--- config.mk ---
export PLATFORM = sky130hd
export DESIGN_NAME = pipeline_ctrl
export DESIGN_NICKNAME = d
export VERILOG_FILES = /design/src/rtl/cpu_ctrl_pkg.sv /design/src/rtl/pipeline_ctrl_sat_counter.sv /design/src/rtl/pipeline_ctrl.sv
export SDC_FILE = /design/constraint.sdc
export NUM_CORES = 1
export LEC_CHECK = 0
export CAP_MARGIN = 20
export CELL_PAD_IN_SITES_DETAIL_PLACEMENT = 2
export CELL_PAD_IN_SITES_GLOBAL_PLACEMENT = 2
export CORE_AREA = 2 2 89 155
export DETAILED_ROUTE_END_ITERATION = 10
export DIE_AREA = 0 0 91 157
export GPL_ROUTABILITY_DRIVEN = 0
export GPL_TIMING_DRIVEN = 1
export PLACE_DENSITY_LB_ADDON = 0.3
export SLEW_MARGIN = 0
export SYNTH_ARGS = -nofsm -noshare
export SYNTH_HDL_FRONTEND = slang
export SYNTH_HIERARCHICAL = 1
export SYNTH_SLANG_ARGS = --single-unit
export TNS_END_PERCENT = 1
--- constraint.sdc ---
create_clock -name clk -period 7.3 [get_ports clk]
set_clock_uncertainty 0.05 [all_clocks]
set_input_delay 2.19 -clock clk [delete_from_list [all_inputs] [get_ports clk]]
set_output_delay 2.19 -clock clk [all_outputs]
set_load 0.05 [all_outputs]
--- src/rtl/cpu_ctrl_pkg.sv ---
// Shared types and constants for the CPU pipeline controller.
package cpu_ctrl_pkg;

    typedef enum logic [2:0] {
        ST_IDLE  = 3'd0,
        ST_RUN   = 3'd1,
        ST_PAUSE = 3'd2,
        ST_DRAIN = 3'd3,
        ST_HALT  = 3'd4
    } ctrl_state_e;

    localparam int unsigned OPC_W = 6;
    localparam int unsigned REG_W = 5;

    localparam logic [OPC_W-1:0] HALT_OPC_DEF = 6'h3F;

    // Opcodes used upstream to derive id_uses_rt.
    localparam logic [OPC_W-1:0] OPC_R_TYPE = 6'h00;
    localparam logic [OPC_W-1:0] OPC_J      = 6'h02;
    localparam logic [OPC_W-1:0] OPC_BEQ    = 6'h04;
    localparam logic [OPC_W-1:0] OPC_LW     = 6'h23;
    localparam logic [OPC_W-1:0] OPC_SW     = 6'h2B;

endpackage

--- src/rtl/pipeline_ctrl_sat_counter.sv ---
// Saturating up-counter: holds at all-ones instead of wrapping.
module sat_counter #(
    parameter int unsigned W = 32
) (
    input  logic         clk,
    input  logic         arst_n,
    input  logic         inc,
    output logic [W-1:0] cnt
);

    logic [W-1:0] cnt_q;

    always_ff @(posedge clk or negedge arst_n) begin
        if (!arst_n) begin
            cnt_q <= '0;
        end else if (inc && (cnt_q != {W{1'b1}})) begin
            cnt_q <= cnt_q + W'(1);
        end
    end

    assign cnt = cnt_q;

endmodule

--- src/rtl/pipeline_ctrl.sv ---
// Five-stage pipeline sequencer: stage enables/flushes for load-use stall,
// MEM-resolved redirects, host pause and HALT drain, plus perf counters.
module pipeline_ctrl
    import cpu_ctrl_pkg::*;
#(
    parameter int unsigned      CNT_W     = 32,
    parameter int unsigned      DRAIN_CYC = 3,
    parameter logic [OPC_W-1:0] HALT_OPC  = HALT_OPC_DEF
) (
    input  logic             clk,
    input  logic             arst_n,
    input  logic             enable,
    input  logic [5:0]       id_opcode,
    input  logic [4:0]       id_rs,
    input  logic [4:0]       id_rt,
    input  logic             id_uses_rt,
    input  logic             ex_mem_read,
    input  logic [4:0]       ex_waddr,
    input  logic             mem_redirect,
    output logic             pc_en,
    output logic             ifid_en,
    output logic             idex_en,
    output logic             exmem_en,
    output logic             memwb_en,
    output logic             ifid_flush,
    output logic             idex_flush,
    output logic             exmem_flush,
    output logic             running,
    output logic             halted,
    output logic [CNT_W-1:0] cycle_cnt,
    output logic [CNT_W-1:0] stall_cnt
);

    localparam int unsigned DRAIN_W = (DRAIN_CYC < 2) ? 1 : $clog2(DRAIN_CYC + 1);

    ctrl_state_e        state_q, state_d;
    logic [DRAIN_W-1:0] drain_q, drain_d;
    logic               ret_drain_q, ret_drain_d;
    logic               cyc_inc, stall_inc;
    logic               load_use, is_halt;

    // ex_waddr==0 is the hardwired zero register and never creates a hazard.
    assign load_use = ex_mem_read && (ex_waddr != 5'd0) &&
                      ((ex_waddr == id_rs) || (id_uses_rt && (ex_waddr == id_rt)));
    assign is_halt  = (id_opcode == HALT_OPC);

    always_ff @(posedge clk or negedge arst_n) begin
        if (!arst_n) begin
            state_q     <= ST_IDLE;
            drain_q     <= '0;
            ret_drain_q <= 1'b0;
        end else begin
            state_q     <= state_d;
            drain_q     <= drain_d;
            ret_drain_q <= ret_drain_d;
        end
    end

    always_comb begin
        state_d     = state_q;
        drain_d     = drain_q;
        ret_drain_d = ret_drain_q;
        pc_en       = 1'b0;
        ifid_en     = 1'b0;
        idex_en     = 1'b0;
        exmem_en    = 1'b0;
        memwb_en    = 1'b0;
        ifid_flush  = 1'b0;
        idex_flush  = 1'b0;
        exmem_flush = 1'b0;
        cyc_inc     = 1'b0;
        stall_inc   = 1'b0;

        unique case (state_q)
            ST_IDLE: begin
                if (enable) begin
                    state_d = ST_RUN;
                end
            end

            ST_RUN: begin
                if (!enable) begin
                    state_d     = ST_PAUSE;
                    ret_drain_d = 1'b0;
                end else begin
                    cyc_inc  = 1'b1;
                    pc_en    = 1'b1;
                    ifid_en  = 1'b1;
                    idex_en  = 1'b1;
                    exmem_en = 1'b1;
                    memwb_en = 1'b1;
                    if (mem_redirect) begin
                        ifid_flush  = 1'b1;
                        idex_flush  = 1'b1;
                        exmem_flush = 1'b1;
                        stall_inc   = 1'b1;
                    end else if (is_halt) begin
                        pc_en      = 1'b0;
                        ifid_flush = 1'b1;
                        idex_flush = 1'b1;
                        drain_d    = DRAIN_W'(DRAIN_CYC);
                        state_d    = ST_DRAIN;
                    end else if (load_use) begin
                        pc_en      = 1'b0;
                        ifid_en    = 1'b0;
                        idex_flush = 1'b1;
                        stall_inc  = 1'b1;
                    end
                end
            end

            ST_PAUSE: begin
                if (enable) begin
                    state_d = ret_drain_q ? ST_DRAIN : ST_RUN;
                end
            end

            ST_DRAIN: begin
                if (!enable) begin
                    state_d     = ST_PAUSE;
                    ret_drain_d = 1'b1;
                end else if (mem_redirect) begin
                    // An older taken branch makes the HALT wrong-path.
                    cyc_inc     = 1'b1;
                    stall_inc   = 1'b1;
                    pc_en       = 1'b1;
                    ifid_en     = 1'b1;
                    idex_en     = 1'b1;
                    exmem_en    = 1'b1;
                    memwb_en    = 1'b1;
                    ifid_flush  = 1'b1;
                    idex_flush  = 1'b1;
                    exmem_flush = 1'b1;
                    drain_d     = '0;
                    state_d     = ST_RUN;
                end else begin
                    cyc_inc    = 1'b1;
                    idex_en    = 1'b1;
                    exmem_en   = 1'b1;
                    memwb_en   = 1'b1;
                    idex_flush = 1'b1;
                    if (drain_q <= DRAIN_W'(1)) begin
                        drain_d = '0;
                        state_d = ST_HALT;
                    end else begin
                        drain_d = drain_q - DRAIN_W'(1);
                    end
                end
            end

            ST_HALT: begin
                state_d = ST_HALT;
            end

            default: begin
                state_d = ST_IDLE;
            end
        endcase
    end

    assign running = (state_q == ST_RUN) || (state_q == ST_DRAIN);
    assign halted  = (state_q == ST_HALT);

    sat_counter #(.W(CNT_W)) u_cycle_cnt (
        .clk    (clk),
        .arst_n (arst_n),
        .inc    (cyc_inc),
        .cnt    (cycle_cnt)
    );

    sat_counter #(.W(CNT_W)) u_stall_cnt (
        .clk    (clk),
        .arst_n (arst_n),
        .inc    (stall_inc),
        .cnt    (stall_cnt)
    );

endmodule

### Word level (Yosys, flattened, before mapping)

Cells that the tools add are included.

| word-level totals | value |
|---|---|
| input bits | 27 |
| bits in registers | 70 |
| word-level logic and storage cells | 90 |
| output and inout port bits | 74 |

| operators by class | value |
|---|---|
| muxes and demuxes | 47 |
| equal/unequal tests | 20 |
| reductions and logical operators | 14 |
| magnitude comparators | 1 |
| $add $sub $neg | 3 |

Operators with widths:

| operator | number |
|---|---|
| 32-bit by 1-bit adder with 32-bit output, second input constant | 2 |
| 32-bit inequality test, second input constant | 2 |
| 1-bit two-way mux | 24 |
| 3-bit two-way mux | 8 |
| 2-bit inequality test, second input constant | 8 |
| 3-bit case mux with 5 select lines | 1 |
| 2-bit two-way mux | 7 |
| 1-bit case mux with 2 select lines | 6 |
| 5-bit == test | 2 |
| 5-bit AND reduction | 2 |
| 3-bit by 2-bit == test with 1-bit output, second input constant | 2 |
| 6-bit == test, second input constant | 1 |
| 3-bit inequality test, second input constant | 2 |
| 1-bit logical AND | 5 |
| 5-bit nonzero test | 1 |
| 4-bit inequality test, second input constant | 1 |
| 2-bit case mux with 2 select lines | 1 |
| 3-bit by 1-bit == test with 1-bit output, second input constant | 1 |
| 3-bit == test, second input constant | 1 |
| 3-bit logical NOT | 1 |
| 3-bit AND reduction | 1 |
| 2-bit by 1-bit less-or-equal comparator with 1-bit output, second input constant | 1 |
| 1-bit logical OR | 2 |
| 2-bit nonzero test | 1 |
| other kinds (2) | 2 |

### Depth between registers and ports, before layout

| depth | value |
|---|---|
| word-level depth | 10 |
| depth in mapped cells | 10 |
| gate-level depth less buffers | 9 |

### Hierarchy

Netlist, hierarchy kept.

Modules (own cells, without submodules):

| module | instances | area an instance (um2) | cells each | seq. area each (um2) |
|---|---|---|---|---|
| sat_counter (u_cycle_cnt) | 1 | 1624.1 | 151 | 800.8 |
| sat_counter (u_stall_cnt) | 1 | 1617.8 | 153 | 800.8 |
| pipeline_ctrl | 1 | 580.6 | 70 | 150.1 |

### Worst setup path after synthesis

Ideal clock, no wire load.

| timing path | value |
|---|---|
| path kind | input port to output port |
| start | in ex_waddr[4] |
| end | out idex_flush |
| required time | 5.060 ns |
| data arrival time | 3.857 ns |
| stages on the path | 4 |
| setup slack | 1.203 ns |
| cells stage by stage | xnor2_1 nand3_1 o22a_1 o31ai_1 |

| between the ends | value |
|---|---|
| longest elaborated chain between the ends | 9 |
| elaborated cells between the ends (all ways) | 12 |
| classes of those cells | eq/ne (2); mux (5); reduce/logical (5) |

Ends and longest elaborated chain:

| element | RTL line | RTL |
|---|---|---|
| start: declaration | pipeline_ctrl.sv:18 | `input logic [4:0] ex_waddr,` |
| 5-bit == test | pipeline_ctrl.sv:44 | `((ex_waddr == id_rs) \|\| (id_uses_rt && (ex_waddr == id_rt)));` |
| 1-bit logical AND | pipeline_ctrl.sv:44 |  |
| 1-bit logical OR | pipeline_ctrl.sv:44 |  |
| 1-bit logical AND (*) | pipeline_ctrl.sv:43 | `assign load_use = ex_mem_read && (ex_waddr != 5'd0) &&` |
| 1-bit two-way mux (*) | pipeline_ctrl.sv:103 | `end else if (load_use) begin` |
| 1-bit two-way mux (*) | pipeline_ctrl.sv:97 | `end else if (is_halt) begin` |
| 1-bit two-way mux (*) | pipeline_ctrl.sv:92 | `if (mem_redirect) begin` |
| 1-bit two-way mux (*) | pipeline_ctrl.sv:82 | `if (!enable) begin` |
| 1-bit case mux with 2 select lines (*) | pipeline_ctrl.sv:74 | `unique case (state_q)` |
| end: declaration | pipeline_ctrl.sv:26 | `output logic idex_flush,` |

Every way passes the cells marked *; elsewhere a longest branch is shown, timed or not.

### Worst setup path after layout

| timing path | value |
|---|---|
| start | in ex_waddr[1] |
| end | out ifid_en |

| between the ends | value |
|---|---|
| longest elaborated chain between the ends | 9 |
| elaborated cells between the ends (all ways) | 12 |
| classes of those cells | eq/ne (2); mux (5); reduce/logical (5) |

Ends and longest elaborated chain:

| element | RTL line | RTL |
|---|---|---|
| 5-bit == test | pipeline_ctrl.sv:44 |  |
| 1-bit logical AND | pipeline_ctrl.sv:44 |  |
| 1-bit logical OR | pipeline_ctrl.sv:44 |  |
| 1-bit logical AND (*) | pipeline_ctrl.sv:43 |  |
| 1-bit two-way mux (*) | pipeline_ctrl.sv:103 |  |
| 1-bit two-way mux (*) | pipeline_ctrl.sv:97 |  |
| 1-bit two-way mux (*) | pipeline_ctrl.sv:92 |  |
| 1-bit two-way mux (*) | pipeline_ctrl.sv:82 |  |
| 1-bit case mux with 2 select lines (*) | pipeline_ctrl.sv:74 |  |
| end: declaration | pipeline_ctrl.sv:21 | `output logic ifid_en,` |

Marked as above.

==> flow_summary.toml <==
[status]
status = "complete, no violations"

[die]
start_util = 0.295
core_area_mm2 = 0.0129
dieHeight_um = 157
die_w_um = 91
num_rows = 55
ios = 101
dieArea_mm2 = 0.0143

[setup_path]
worstPathArrival_ps = 4530
cp_max_fo = 4
max_stage_delay_ps = 830
path_cells = "clkdlybuf4s50_1, or4_1, o21ai_2, nor3_1, a21oi_1, clkdlybuf4s50_1"
worstSetupPathType = "in -> out"
reg2reg_from = "state_q[2]"
cp_slowest_cell = "clkdlybuf4s50_1"
cp_num_buf_inv = 2
critPathLaunchType = "input pin"
endpoint_kind = "output pin"
crit_start = "ex_waddr[1]"
cp_top_family = "buffers and inverters"
rrSetupSlack_ps = 4460
worst_path_most_repeated_cell = "clkdlybuf4s50_1"
required_ps = 5060

[global_route]
grt_first_pass_wirelength_um = 20700
antenna_found_initial = 0
grt_start_max_net_pins = 71
grt_pass1_vias = 3864
track_usage = 0.184
gr-total-overflow = 0

[clock_tree]
cts.sinks = 70
postCtsSetupBuffers = 0
htree_levels = 3
cts_root_buf = "clkbuf_16"
cts_tree = "done"
cts.clk_slew.worst_paths_ps = 50
clkLatencyLatePin_ps = 330
numCtsBuffers = 9
cts_buffer_depth = 2
cts-resized-gates = 0
postCtsHoldBufs = 0

[place]
numPortBuffers = 100
place_inst = 639
place_area_mm2 = 0.00498
place_ws_ps = 528
dpl.hpwl_um = 9160

[finish]
nets = 508
antenna_cells = 0
fin_area_mm2 = 0.00534
drive_above_1_share = 0.0849
layout.cells.non_filler = 654
area.growth.synth_to_final_pct = 39.6
mostFrequentLayoutCells = "99 x clkdlybuf4s50_1, 70 x dfrtp_1, 45 x xnor2_1, 41 x nand2_1, 27 x nor2_1"
final_common_cell = "clkdlybuf4s50_1"

[synth]
ys_types = 56
synth_seq_cells = 70
synth-edff-count = 0
async_flop_share = 1.00
ys.flop_type = "dfrtp_1"
synth_warnings = 6
seq_area_frac_synth = 0.458
synth_area_mm2 = 0.00382
syn_nets = 403
syn-instance-count = 374
synth.avg_cell_area_um2 = 10.2

[timing]
finalCriticalPeriod_ps = 6770
post-route-worst-setup-slack_ps = 533
setup_violations = 0
slew_headroom = 0.369
timing.final.max_slew_violations = 0
fin_setup_tns_ps = 0
hold_viol = 0
min_period_over_period = 0.927
fmax_ghz = 0.148
worst_pin_slew_ps = 943
rsz0062_at_grt = "no"

[routing]
vias = 3382
wire_per_inst_um = 18.9
first_pass_iters = 4
antenna_left = 0
wl_um = 12300
drtIter0Drc = 70
routed_via_density = 5.17
drc = 0

[pwr]
power.density_mw_per_mm2 = 248
peakVddDrop_mv = 0.105
total_leakage_power_nw = 2.19

[flow_run]
drv_cap = 0

[hold_path]
min_from = "state_q[2]"
hp-class = "reg -> reg"
-- stage by stage --
| step | hold slack, ps | total power [mW] | util |
|---|---|---|---|
| 2_1_floorplan | 387 | 0.685 | - |
| 3_3_place_gp | 422 | 0.798 | 0.385 |
| 3_5_place_dp | 429 | 0.810 | 0.385 |
| 4_1_cts | 442 | 1.35 | 0.412 |
| 5_1_grt | 476 | 1.39 | 0.412 |
| 6_report | 435 | 1.32 | 0.412 |
-- power breakdown --
| part | leakage, nW | total, mW | internal [mW] | switching [mW] |
|---|---|---|---|---|
| logic | 1.07 | 0.315 | 0.115 | 0.200 |
| registers | 0.941 | 0.486 | 0.426 | 0.0600 |
| clock network | 0.175 | 0.523 | 0.360 | 0.163 |
| total | 2.19 | 1.32 | 0.900 | 0.423 |
-- state kept, by name (all words and copies together), names as in the netlist --
register	count
u_cycle_cnt/cnt	32
u_stall_cnt/cnt	32
state_q	3
drain_q	2
ret_drain_q	1
-- worst paths after layout --
| kind | to | cells after the start |
|---|---|---|
| max in group asynchronous | u_cycle_cnt/cnt[11] | 2 |
| hold reg to reg | state_q[1] | 1 |
| hold / removal | state_q[1] | 1 |
| setup reg to reg | u_stall_cnt/cnt[24] | 8 |
| setup / recovery | ifid_en | 6 |
| min in group asynchronous | u_stall_cnt/cnt[27] | 2 |
-- cells by family after synthesis --
group / after synthesis / synth area share
DFF: 70 / 0.458
xor gates and xnor gates: 68 / 0.156
and+or+nand+nor: 182 / 0.268
muxes: 7 / 0.0200
adders and majority gates: 2 / 0.00655
AOI/OAI and AO/OA: 31 / 0.0681
buffers and inverters: 14 / 0.0236
-- Yosys cell counts (all sizes together), types with 7 or more instances --
cell type	count	area, µm²
nor2	27	101
xor2	23	201
nand4	25	175
xnor2	45	394
nand3	25	135
and4	8	70.1
and3	8	51.3
a21oi	7	35.0
dfrtp	70	1750
nor3	18	105
nand2	42	160
nor4	9	77.6
-- area by class of cell --
class | instances | area (µm²)
sequential | 70 | 1750
fill | 1454 | 7600
timing repair buffer | 102 | 1010
multi-input combinational | 290 | 1980
inverter | 6 | 22.5
clock inverter | 3 | 90.1
tap | 171 | 214
clock buffer | 12 | 267
-- per-layer routing --
layer  vias up  GRT usage  wire [µm]  share of wire
met1      1757      0.183       4410           0.36
met5         -          0          0              0
li1       1545          -          -              -
met3        15     0.0335        308          0.025
met4         0     0.0599        239          0.019
met2        65      0.376       7380           0.60
Note: power is estimated with default switching activity, not from simulation.
